File: src/rtl/mem_wb_pipeline_register.sv
// MEM/WB pipeline boundary register: feeds the write-back 3:1 mux and register-file write controls.
// Optional performance counters are enabled by defining MEM_WB_PERF_CNT_EN.
module mem_wb_pipeline_register #(
  parameter int NBits       = 32,
  parameter int RegAddrBits = 5
) (
  input  logic                   clk,
  input  logic                   reset,
  input  logic                   Stall_i,
  input  logic                   Flush_i,
  input  logic                   Valid_i,
  input  logic [NBits-1:0]       ALU_Result_i,
  input  logic [NBits-1:0]       Mem_Read_Data_i,
  input  logic [NBits-1:0]       PC_Plus_4_i,
  input  logic [1:0]             WB_Sel_i,
  input  logic                   Reg_Write_i,
  input  logic [RegAddrBits-1:0] Write_Reg_i,
  output logic [NBits-1:0]       Mux_Data_0_o,
  output logic [NBits-1:0]       Mux_Data_1_o,
  output logic [NBits-1:0]       Mux_Data_2_o,
  output logic [1:0]             WB_Sel_o,
  output logic [RegAddrBits-1:0] Write_Reg_o,
  output logic                   Reg_Write_o,
  output logic                   Valid_o,
  output logic                   Illegal_Sel_o
`ifdef MEM_WB_PERF_CNT_EN
  ,
  output logic [31:0]            Retired_Count_o,
  output logic [31:0]            Bubble_Count_o
`endif
);

  logic sel_illegal;
  logic write_qual;

  assign sel_illegal = (WB_Sel_i == 2'd3);
  // Writes to x0 and illegal selects are blocked before they reach the register file.
  assign write_qual  = Valid_i & Reg_Write_i & (Write_Reg_i != '0) & ~sel_illegal;

  always_ff @(posedge clk or posedge reset) begin
    if (reset) begin
      Mux_Data_0_o  <= '0;
      Mux_Data_1_o  <= '0;
      Mux_Data_2_o  <= '0;
      WB_Sel_o      <= '0;
      Write_Reg_o   <= '0;
      Reg_Write_o   <= 1'b0;
      Valid_o       <= 1'b0;
      Illegal_Sel_o <= 1'b0;
    end else if (Flush_i) begin
      // Data paths still load so bubble contents are deterministic.
      Mux_Data_0_o  <= ALU_Result_i;
      Mux_Data_1_o  <= Mem_Read_Data_i;
      Mux_Data_2_o  <= PC_Plus_4_i;
      WB_Sel_o      <= '0;
      Write_Reg_o   <= '0;
      Reg_Write_o   <= 1'b0;
      Valid_o       <= 1'b0;
      Illegal_Sel_o <= 1'b0;
    end else if (Stall_i) begin
      Illegal_Sel_o <= 1'b0;
    end else begin
      Mux_Data_0_o  <= ALU_Result_i;
      Mux_Data_1_o  <= Mem_Read_Data_i;
      Mux_Data_2_o  <= PC_Plus_4_i;
      WB_Sel_o      <= WB_Sel_i;
      Write_Reg_o   <= Write_Reg_i;
      Reg_Write_o   <= write_qual;
      Valid_o       <= Valid_i;
      Illegal_Sel_o <= Valid_i & sel_illegal;
    end
  end

`ifdef MEM_WB_PERF_CNT_EN
  logic [31:0] retired_cnt;
  logic [31:0] bubble_cnt;

  // Stalled cycles are neither retirements nor bubbles; counters wrap naturally.
  always_ff @(posedge clk or posedge reset) begin
    if (reset) begin
      retired_cnt <= '0;
      bubble_cnt  <= '0;
    end else if (Flush_i) begin
      bubble_cnt  <= bubble_cnt + 32'd1;
    end else if (!Stall_i) begin
      if (Valid_i) retired_cnt <= retired_cnt + 32'd1;
      else         bubble_cnt  <= bubble_cnt + 32'd1;
    end
  end

  assign Retired_Count_o = retired_cnt;
  assign Bubble_Count_o  = bubble_cnt;
`endif

endmodule

File: config.mk
export PLATFORM = sky130hd
export DESIGN_NAME = mem_wb_pipeline_register
export DESIGN_NICKNAME = d
export VERILOG_FILES = /design/src/rtl/mem_wb_pipeline_register.sv
export SDC_FILE = /design/constraint.sdc
export NUM_CORES = 1
export LEC_CHECK = 0
export ABC_AREA = 1
export BUFFER_PORTS_ARGS = -buffer_cell sky130_fd_sc_hd__buf_2
export CAP_MARGIN = 20
export CORE_MARGIN = 2
export CORE_UTILIZATION = 40
export DETAILED_ROUTE_END_ITERATION = 8
export GPL_ROUTABILITY_DRIVEN = 0
export MAX_ROUTING_LAYER = met4
export PLACE_DENSITY = 0.78
export SYNTH_ARGS = -nofsm -noshare
export SYNTH_HDL_FRONTEND = slang
export SYNTH_SLANG_ARGS = --single-unit
File: constraint.sdc
create_clock -name clk -period 3.05 [get_ports clk]
set_input_delay 0.305 -clock clk [delete_from_list [all_inputs] [get_ports clk]]
set_output_delay 0.305 -clock clk [all_outputs]
set_load 0.01 [all_outputs]
==> qor.yml <==
regArea_um2: 2650
core_um2: 9770
overflow: 0
fp.dieW_um: 104
dp_slack_ns: 1.37
clock_skew_ns: 0
grt_max_degree: 106
design.portCount: 215
startpoint: "Flush_i"
peakVddDrop_v: 0.000225
initial_core_util: 0.411
viasPerCell: 4.47
io_buffers: 214
antenna_found_initial: 0
grt_pass1_wl_mm: 15.7
synth-async-reset-ratio: 1.00
ys_types: 12
synth_fp_nets: 564
setup_slack_ns: 1.73
critPathKind: "input port to flop"
seq_power_share: 0.563
syn_area_um2: 4020
drt-wirelength-per-cell_um: 12.1
dpl_cell_area_um2: 5180
clock_latency_ns: 0.34
synth_top_cell_area_share: 0.660
multi_input_area_um2: 1230
period_share: 0.433
hold_violations: 0
setup_viol: 0
cp_max_fo: 105
cp.required_ns: 3.34
maxCapViolCount: 0
min_from: "PC_Plus_4_i[16]"
arrival_ns: 1.61
grt_use_total: 0.183
antenna_left: 0
finalSetupTns_ns: 0
timing.rr.start: "Mux_Data_0_o[1]$_DFFE_PP0P_"
syn-instance-count: 455
grt_pass1_vias: 3462
cts-buffers-inserted: 9
period_needed_ns: 1.32
power.density_nw_per_um2: 519
yosys.area.top_type: "dfrtp_1"
synth.ff_latch_count: 106
diodes: 0
cts_tree: "built"
maxSlewHeadroom: 0.330
leakage_nw: 3.21
cp-end-kind: "flop"
synthSimpleGateAreaFrac: 0.306
num_vias: 3575
syn_to_final_growth_pct: 34.2
switching_power_mw: 0.744
final_area_um2: 5390
avgSynthCellArea_um2: 8.83
synth-xor-area-share: 0
crit_path_start_kind: "input port"
postCtsSetupBuffers: 0
timing.fmax_mhz: 758
holdCritPathClass: "input port to flop"
fp-row-count: 36
synth_warnings: 0
synthTopCellsByArea: "dfrtp_1 66%, nand2_1 30%, buf_2 1.2%"
rsz0062_at_grt: "false"
worst_pin_slew_ns: 1.00
fp.dieArea_um2: 10900
clk_pin_slew_worst_paths_ns: 0.10
final_net_count: 773
outcome: "completed"
p_clk_frac: 0.280
internal-power_mw: 2.05
cts-root-buf: "clkbuf_8"
synthFlopType: "dfrtp_1"
layout-drive-gt1-share: 0.355
ys_seq_area_frac: 0.660
cts_resized: 0
drt-total-wl_mm: 9.65
fin_total_pwr_mw: 2.80
maxSlewViolCount: 0
route.detailed.drc: 0
dieHeight_um: 104
swShare: 0.266
htreeDepth: 3
numClockSinks: 106
yosysMostFrequentCell: "nand2_1"
hpwl_mm: 6.83
comb_power_share: 0.157
synth_compound_area_frac: 0
synth-adder-area-share: 0
fill_cells: 906
cts-hold-fix-buffers: 0
synth_mux_area_frac: 0
synth_commonest_cells: "317 x nand2_1, 106 x dfrtp_1, 10 x buf_2"
synth_edf_count: 0
cts.path.max_buffers: 2
synth_top_family_by_area: "simple AND/OR/NAND/NOR gates"
first_iter_violations: 160
first_pass_iters: 6
-- critical path: stages --
cell	delay [ns]
buf_2	0.12
nor2_4	0.11
buf_4	0.78
nand2_1	0.14
nand2_1	0.11
-- through the flow --
| stage | utilization | hold WS [ns] | instances |
|---|---|---|---|
| 6_report | 0.552 | 0.140 | 800 |
| 4_1_cts | 0.549 | 0.111 | 798 |
| 3_5_place_dp | 0.530 | 0.455 | 784 |
| 5_1_grt | 0.552 | 0.120 | 800 |
| 2_1_floorplan | - | 0.415 | 455 |
| 3_3_place_gp | 0.530 | 0.452 | 784 |
-- layout by cell type (no fill, tap or decap), drive strengths merged --
cell           n
buf          218
clkbuf        12
clkinv         1
clkinvlp       2
dfrtp        106
dlygate4sd3    1
inv            3
nand2        317
nand3          1
nor2           6
-- flip-flops by register name, summed over array words and instances (netlist names) --
register,flops
Mux_Data_0_o,32
Mux_Data_1_o,32
Mux_Data_2_o,32
Write_Reg_o,5
WB_Sel_o,2
Illegal_Sel_o,1
Reg_Write_o,1
Valid_o,1
-- area by class of cell --
cell class,instances,share of cell area
sequential,106,0.492
multi-input combinational,324,0.228
timing repair buffer,219,0.213
tap,133,0.0309
clock buffer,12,0.0306
inverter,4,0.00348
clock inverter,2,0.00232
-- cells by family (layout without fill, tap and decap cells) --
kind of cell           count (synthesis)  after routing
flip-flops                           106            106
AND/OR/NAND/NOR                      324            324
buffers and inverters                 25            237
-- routing by layer --
metal  global-route usage  wire, µm
met1                0.218      4170
met2                0.296      4660
met3               0.0495       671
met4               0.0714       150
met5                    -         0
-- power groups by stage --
stage                     logic (mW)  registers, mW  clock network, mW
final                          0.439           1.58              0.784
after global routing           0.492           1.59              0.873
after CTS                      0.443           1.58              0.820
after detailed placement       0.444           1.60                  0
after global placement         0.432           1.60                  0
after floorplan                0.159           1.66                  0
-- final timing paths --
check	end	slack [ns]	cells past startpoint
worst min register to register	Write_Reg_o[3]$_DFFE_PP0P_	0.47	2
worst max register to register	Mux_Data_0_o[1]$_DFFE_PP0P_	2.39	2
worst max-delay path	Mux_Data_1_o[27]$_DFFE_PP0P_	1.73	5
max in group asynchronous	Mux_Data_1_o[1]$_DFFE_PP0P_	2.05	4
worst min-delay path	Mux_Data_2_o[16]$_DFFE_PP0P_	0.14	3
min in group asynchronous	Mux_Data_0_o[8]$_DFFE_PP0P_	0.46	3
Power figures use the tool's default switching activity.
